## src/rtl/trigger_led_pkg.sv

```systemverilog
// Shared encodings for the trigger LED bank: per-channel mode and FSM state.
package trigger_led_pkg;

  localparam int unsigned MODE_W = 2;

  typedef enum logic [MODE_W-1:0] {
    MODE_ONESHOT = 2'd0,
    MODE_RETRIG  = 2'd1,
    MODE_BLINK   = 2'd2,
    MODE_LATCH   = 2'd3
  } mode_e;

  typedef enum logic {
    ST_IDLE   = 1'b0,
    ST_ACTIVE = 1'b1
  } state_e;

endpackage

```

## src/rtl/trigger_led_bank_if.sv

```systemverilog
// Event/LED bundle between sniffer event sources and the LED bank.
//   trigger : async event inputs, one per channel
//   mode    : per-channel mode, bits [2i+1:2i] belong to channel i
//   clear   : synchronous per-channel clear
//   led     : LED drive, active-high
//   busy    : channel is ACTIVE
interface trigger_led_bank_if
  import trigger_led_pkg::*;
#(
  parameter int unsigned NUM_CH = 4
);
  logic [NUM_CH-1:0]        trigger;
  logic [MODE_W*NUM_CH-1:0] mode;
  logic [NUM_CH-1:0]        clear;
  logic [NUM_CH-1:0]        led;
  logic [NUM_CH-1:0]        busy;

  modport master (output trigger, output mode, output clear, input led, input busy);
  modport slave  (input trigger, input mode, input clear, output led, output busy);
endinterface

```

## src/rtl/trigger_led_channel.sv

```systemverilog
// One LED pulse-stretcher channel: trigger synchroniser, rising-edge detect,
// IDLE/ACTIVE FSM with hold and blink-phase counters.
//   clk, reset : clock, async active-high reset
//   trigger    : asynchronous event input
//   mode       : mode sampled on IDLE->ACTIVE
//   clear      : synchronous clear, wins over a same-cycle event
//   led, busy  : registered LED drive and ACTIVE flag
module trigger_led_channel
  import trigger_led_pkg::*;
#(
  parameter int unsigned HOLD_CYCLES = 1_000_000,
  parameter int unsigned BLINK_HALF  = 250_000,
  parameter int unsigned SYNC_STAGES = 2,
  parameter int unsigned CNT_W       = 24
) (
  input  logic              clk,
  input  logic              reset,
  input  logic              trigger,
  input  logic [MODE_W-1:0] mode,
  input  logic              clear,
  output logic              led,
  output logic              busy
);

  localparam logic [CNT_W-1:0] HOLD_RELOAD  = CNT_W'(HOLD_CYCLES - 1);
  localparam logic [CNT_W-1:0] PHASE_RELOAD = CNT_W'(BLINK_HALF - 1);

  if (HOLD_CYCLES < 1 || BLINK_HALF < 1) begin : g_bad_time
    $error("trigger_led_channel: HOLD_CYCLES and BLINK_HALF must be >= 1");
  end
  if (SYNC_STAGES < 2) begin : g_bad_sync
    $error("trigger_led_channel: SYNC_STAGES must be >= 2");
  end
  if (CNT_W < 1 || CNT_W > 63 ||
      (64'd1 << CNT_W) <= 64'(HOLD_CYCLES) ||
      (64'd1 << CNT_W) <= 64'(BLINK_HALF)) begin : g_bad_cnt_w
    $error("trigger_led_channel: CNT_W too small for HOLD_CYCLES/BLINK_HALF");
  end

  logic [SYNC_STAGES-1:0] sync_q;
  logic [SYNC_STAGES-1:0] fill_q;
  logic                   hist_q;
  logic                   event_q;
  logic                   trig_s;

  state_e           state_q, state_d;
  mode_e            mode_q, mode_d;
  logic [CNT_W-1:0] hold_q, hold_d;
  logic [CNT_W-1:0] phase_q, phase_d;
  logic             led_q, led_d;

  assign trig_s = sync_q[SYNC_STAGES-1];

  // Synchroniser and registered edge detect. fill_q marks when the chain
  // holds real input samples again after reset; until then the edge history
  // is pinned high so a trigger held through reset release raises no event.
  always_ff @(posedge clk or posedge reset) begin
    if (reset) begin
      sync_q  <= '0;
      fill_q  <= '0;
      hist_q  <= 1'b1;
      event_q <= 1'b0;
    end else begin
      sync_q  <= {sync_q[SYNC_STAGES-2:0], trigger};
      fill_q  <= {fill_q[SYNC_STAGES-2:0], 1'b1};
      hist_q  <= fill_q[SYNC_STAGES-1] ? trig_s : 1'b1;
      event_q <= trig_s & ~hist_q;
    end
  end

  // Next state, counters and LED.
  always_comb begin
    state_d = state_q;
    mode_d  = mode_q;
    hold_d  = hold_q;
    phase_d = phase_q;
    led_d   = led_q;
    if (clear) begin
      state_d = ST_IDLE;
      led_d   = 1'b0;
      hold_d  = '0;
      phase_d = '0;
    end else begin
      case (state_q)
        ST_IDLE: begin
          led_d   = 1'b0;
          hold_d  = '0;
          phase_d = '0;
          if (event_q) begin
            state_d = ST_ACTIVE;
            mode_d  = mode_e'(mode);
            hold_d  = HOLD_RELOAD;
            phase_d = PHASE_RELOAD;
            led_d   = 1'b1;
          end
        end
        ST_ACTIVE: begin
          case (mode_q)
            MODE_LATCH: led_d = 1'b1;
            MODE_ONESHOT: begin
              // Events are ignored; an event coinciding with expiry is consumed.
              if (hold_q == '0) begin
                state_d = ST_IDLE;
                led_d   = 1'b0;
                phase_d = '0;
              end else begin
                hold_d = hold_q - CNT_W'(1);
              end
            end
            default: begin
              // RETRIG and BLINK: a reload beats a same-cycle expiry.
              if (event_q) begin
                hold_d = HOLD_RELOAD;
              end else if (hold_q == '0) begin
                state_d = ST_IDLE;
                led_d   = 1'b0;
                phase_d = '0;
              end else begin
                hold_d = hold_q - CNT_W'(1);
              end
              // Blink phase runs free across retriggers.
              if (mode_q == MODE_BLINK && state_d == ST_ACTIVE) begin
                if (phase_q == '0) begin
                  led_d   = ~led_q;
                  phase_d = PHASE_RELOAD;
                end else begin
                  phase_d = phase_q - CNT_W'(1);
                end
              end
            end
          endcase
        end
        default: state_d = ST_IDLE;
      endcase
    end
  end

  // State register.
  always_ff @(posedge clk or posedge reset) begin
    if (reset) begin
      state_q <= ST_IDLE;
      mode_q  <= MODE_ONESHOT;
      hold_q  <= '0;
      phase_q <= '0;
      led_q   <= 1'b0;
    end else begin
      state_q <= state_d;
      mode_q  <= mode_d;
      hold_q  <= hold_d;
      phase_q <= phase_d;
      led_q   <= led_d;
    end
  end

  assign led  = led_q;
  assign busy = (state_q == ST_ACTIVE);

endmodule

```

## src/rtl/trigger_led_bank.sv

```systemverilog
// Multi-channel LED pulse stretcher for sniffer status events.
//   clk, reset : clock, async active-high reset
//   bus        : trigger/mode/clear in, led/busy out (NUM_CH wide)
module trigger_led_bank
  import trigger_led_pkg::*;
#(
  parameter int unsigned NUM_CH      = 4,
  parameter int unsigned HOLD_CYCLES = 1_000_000,
  parameter int unsigned BLINK_HALF  = 250_000,
  parameter int unsigned SYNC_STAGES = 2,
  parameter int unsigned CNT_W       = 24
) (
  input logic               clk,
  input logic               reset,
  trigger_led_bank_if.slave bus
);

  if (NUM_CH < 1 || NUM_CH > 8) begin : g_bad_num_ch
    $error("trigger_led_bank: NUM_CH must be 1..8");
  end

  logic [NUM_CH-1:0] led_w;
  logic [NUM_CH-1:0] busy_w;

  // One independent channel per trigger; mode bus sliced per channel.
  for (genvar i = 0; i < NUM_CH; i++) begin : g_ch
    trigger_led_channel #(
      .HOLD_CYCLES (HOLD_CYCLES),
      .BLINK_HALF  (BLINK_HALF),
      .SYNC_STAGES (SYNC_STAGES),
      .CNT_W       (CNT_W)
    ) u_ch (
      .clk     (clk),
      .reset   (reset),
      .trigger (bus.trigger[i]),
      .mode    (bus.mode[MODE_W*i +: MODE_W]),
      .clear   (bus.clear[i]),
      .led     (led_w[i]),
      .busy    (busy_w[i])
    );
  end

  assign bus.led  = led_w;
  assign bus.busy = busy_w;

endmodule

```

## src/flat_wrapper.sv

```systemverilog
// flat-port wrapper written by rule: the top's interface ports become plain ports
module trigger_led_bank_flat import trigger_led_pkg::*;
#(
  parameter int unsigned NUM_CH      = 4,
  parameter int unsigned HOLD_CYCLES = 1_000_000,
  parameter int unsigned BLINK_HALF  = 250_000,
  parameter int unsigned SYNC_STAGES = 2,
  parameter int unsigned CNT_W       = 24
)
  (clk, reset, bus_trigger, bus_mode, bus_clear, bus_led, bus_busy);
  trigger_led_bank_if #(.NUM_CH(NUM_CH)) bus_i ();
  input logic clk;
  input logic reset;
  input wire logic [$bits(bus_i.trigger)-1:0] bus_trigger;
  input wire logic [$bits(bus_i.mode)-1:0] bus_mode;
  input wire logic [$bits(bus_i.clear)-1:0] bus_clear;
  output wire logic [$bits(bus_i.led)-1:0] bus_led;
  output wire logic [$bits(bus_i.busy)-1:0] bus_busy;
  assign bus_i.trigger = bus_trigger;
  assign bus_i.mode = bus_mode;
  assign bus_i.clear = bus_clear;
  assign bus_led = bus_i.led;
  assign bus_busy = bus_i.busy;
  trigger_led_bank #(.NUM_CH(NUM_CH), .HOLD_CYCLES(HOLD_CYCLES), .BLINK_HALF(BLINK_HALF), .SYNC_STAGES(SYNC_STAGES), .CNT_W(CNT_W)) u_core (.clk(clk), .reset(reset), .bus(bus_i));
endmodule
```

## config.mk

```make
export PLATFORM = sky130hd
export DESIGN_NAME = trigger_led_bank_flat
export DESIGN_NICKNAME = d
export VERILOG_FILES = /design/src/rtl/trigger_led_pkg.sv /design/src/rtl/trigger_led_bank_if.sv /design/src/rtl/trigger_led_channel.sv /design/src/rtl/trigger_led_bank.sv /design/src/flat_wrapper.sv
export SDC_FILE = /design/constraint.sdc
export NUM_CORES = 1
export LEC_CHECK = 0
export ABC_AREA = 1
export BUFFER_PORTS_ARGS = -buffer_cell sky130_fd_sc_hd__buf_2
export CORE_ASPECT_RATIO = 0.75
export CORE_UTILIZATION = 30
export DETAILED_ROUTE_END_ITERATION = 12
export GPL_TIMING_DRIVEN = 0
export PLACE_DENSITY = 0.42
export SLEW_MARGIN = 20
export SYNTH_ARGS = -nofsm -noshare
export SYNTH_HDL_FRONTEND = slang
export SYNTH_SLANG_ARGS = --single-unit
```

## constraint.sdc

```tcl
create_clock -name clk -period 11.88 [get_ports clk]
set_input_delay 0.594 -clock clk [delete_from_list [all_inputs] [get_ports clk]]
set_output_delay 0.594 -clock clk [all_outputs]
set_load 0.01 [all_outputs]
```

==> impl_metrics.toml <==
[floorplan]
core-area_um2 = 50460
die-area_um2 = 52270
io_pins = 26
start_util_pct = 30.53
row_count = 71
die_w_um = 263.7
die_y_um = 198.2

[clock_network]
clk_path_buf_depth = 3
clock_latency_ns = 0.56
cts_tree = "built"
cts-root-buf = "clkbuf_16"
clock-sinks = 226
cts_resized = 0
postCtsSetupRepairBufs = 0
cts_max_level = 1
holdBufCountCts = 0
clk_pin_slew_worst_paths_ns = 0.06
cts_buffers = 29

[timing]
rsz0062_at_grt = "no"
fin_skew_ns = 0.01269
tns_ns = 0
post-route-period-util_pct = 20.24
final-setup-viol-count = 0
timing.fmax_mhz = 415.8
whs_ns = 0.08359
finalHoldViolCount = 0
worstMarginPinSlew_ns = 1.002
fin_crit_ns = 2.405
finalMaxSlewViolations = 0
relSlewSlack_pct = 32.71

[cells_and_area]
n_fill_cell = 5476
diodes = 0
regArea_um2 = 5660
fin_cells = 3048
drive_gt1_share_pct = 8.197
final_cell_mix = "558 x nand2_1, 384 x nor2_1, 312 x inv_1"
multi_input_area_um2 = 8268
area_delta_synth_final_pct = 12.95
final_common_cell = "nand2_1"
postLayoutCellArea_um2 = 17400
layout.nets = 2417

[synthesis]
synth_area_leaders = "dfrtp_1 36%, nand2_1 14%, nor2_1 9.4%"
yosysSeqAreaShare_pct = 36.74
synth-xor-area-share_pct = 2.558
ys.flop_type = "dfrtp_1"
synth_compound_area_share_pct = 11.03
synth-adder-area-share_pct = 2.274
synth_cells = 2312
synth_simple_gate_area_share_pct = 37.78
avgSynthCellArea_um2 = 6.663
synth_warnings = 0
synth_mux_area_share_pct = 0
synth_top_family_by_area = "simple AND/OR/NAND/NOR gates"
syn_area_um2 = 15400
synth_area_leader_cell = "dfrtp_1"
ys_seq_elements = 226
synth_fp_nets = 2358
ys_types = 50
synth_edf_count = 0
async_reset_ff_share_pct = 100.0
yosysTopAreaCellShare_pct = 36.06

[route]
wl_mm = 45.45
route.detailed.vias_per_inst = 4.833
dr.first_iter.drc_count = 968
routedWlPerCell_um = 14.91
remaining_drc_errors = 0
first_pass_iters = 5
via_count = 14731
ant_nets = 0

[place]
hpwlAfterDp_mm = 34.20
io_buffers = 25
place_area_um2 = 16440
dp.cells = 2997
place_congestion = 0.8625

[global_route]
grt_pass1_wl_mm = 75.78
grt_max_degree = 63
met2_usage_pct = 25.56
grt_use_met3_pct = 1.940
grt_pass1_vias = 13979
busiest_layer = "met1"
grt-ovfl-total = 0
grt_usage_pct = 17.70
antenna_found_initial = 0
grt_util_met1_pct = 27.94

[flow_run]
maxCapViolations = 0

[power_and_ir_drop]
power_density_nw_per_um2 = 152.2
netSwitchingPower_uw = 1022
power_frac_seq_pct = 31.9
clkPwrFrac_pct = 34.1
peakVddDrop_mv = 0.08704
pwr-share-comb_pct = 34.0
switching_share_pct = 38.59
power_leakage_uw = 0.008991
internal_power_uw = 1626
power.total_uw = 2648

[outcome]
status = "finished clean"

[worst_setup_path]
worstPathRequired_ns = 12.35
critPathArrivalTime_ns = 2.88
crit_path_end_kind = "register"
worst-setup-path-type = "register to register"
startpoint_type = "register"
cp_max_fo = 10

[worst_hold_path]
hold_path_class = "input port to async pin"
## per-stage QoR
stage                     worst slack [ns]  util, %
after floorplan                      5.101        -
after global placement               1.399    32.41
after detailed placement             9.413    32.59
after CTS                            9.451    34.48
after global routing                 9.201    34.48
final                                9.475    34.48
## worst paths after layout
| check | startpoint | end | slack (ns) | depth (start not counted) |
|---|---|---|---|---|
| min in group clk | bus_trigger[3] | u_core.g_ch[3].u_ch.sync_q[0] | 0.14 | 1 |
| worst min-delay path | reset | u_core.g_ch[3].u_ch.phase_q[5] | 0.08 | 2 |
| worst min register to register | u_core.g_ch[1].u_ch.sync_q[0] | u_core.g_ch[1].u_ch.sync_q[1] | 0.35 | 0 |
| worst max-delay path | u_core.g_ch[2].u_ch.mode_q[0] | u_core.g_ch[2].u_ch.hold_q[7] | 9.48 | 8 |
| worst max register to register | u_core.g_ch[2].u_ch.mode_q[0] | u_core.g_ch[2].u_ch.hold_q[7] | 9.48 | 8 |
| max in group asynchronous | reset | u_core.g_ch[2].u_ch.hist_q | 10.70 | 4 |
## critical path, cell delays in order (launching register included)
cell	delay [ns]
dfrtp_1	0.38
inv_1	0.11
ha_1	0.21
nor2_1	0.09
nor2_1	0.70
a21oi_1	0.38
inv_1	0.25
nand2_1	0.07
a31oi_1	0.14
## sequential cells by signal, summed over array words and instances (netlist names)
name                      flops
u_core.g_ch.u_ch.hist_q       4
u_core.g_ch.u_ch.fill_q       2
u_core.g_ch.u_ch.hold_q      96
u_core.g_ch.u_ch.mode_q       8
u_core.g_ch.u_ch.led          4
u_core.g_ch.u_ch.phase_q     96
u_core.g_ch.u_ch.busy         4
u_core.g_ch.u_ch.event_q      4
u_core.g_ch.u_ch.sync_q       8
## layer usage
layer  part of all wire, %  vias up
li1                      -     7524
met1                    55     6895
met2                    40      269
met3                   4.1       43
met4                   1.7        0
met5                     0        -
## cell type report
type / instances / share of cell area, %
multi-input cells: 1715 / 47.52
plain buffers: 35 / 1.222
clock buffers: 46 / 5.055
well taps: 657 / 4.724
flip-flops and latches: 226 / 32.53
clock inverters: 5 / 0.4530
inverters: 336 / 7.306
repair buffers: 28 / 1.194
## Yosys cell counts, types with 7 or more instances
master and instances:
o211ai_1 7, nand4_1 45, nor2_2 24, nor2_4 10
nor4_1 9, clkbuf_1 9, buf_4 10, inv_1 313
o31ai_1 8, nand2_1 558, buf_2 11, xor2_1 41
o21ai_0 163, o21ai_1 11, a21oi_1 89, nand3_1 207
nand2_2 13, o21bai_1 7, nor2_1 384, dfrtp_1 222
o22ai_1 7, nor3_1 47, ha_1 28, inv_2 21
## power groups by stage
stage | Sequential (µW) | Clock, µW | Combinational (µW)
floorplan | 847 | 0 | 672
global placement | 859 | 0 | 892
detailed placement | 859 | 0 | 898
CTS | 845 | 944 | 903
global route | 851 | 967 | 1030
finish | 846 | 902 | 900
## logic make-up (layout without fill, tap and decap cells)
family	after synthesis	in the layout
simple gates	1326	1326
buf+inv	371	450
compound gates	315	315
flops	226	226
xor+xnor	45	45
fa+ha+maj	28	28
other cells	1	1
No activity file was read; power rests on OpenSTA's default activity.
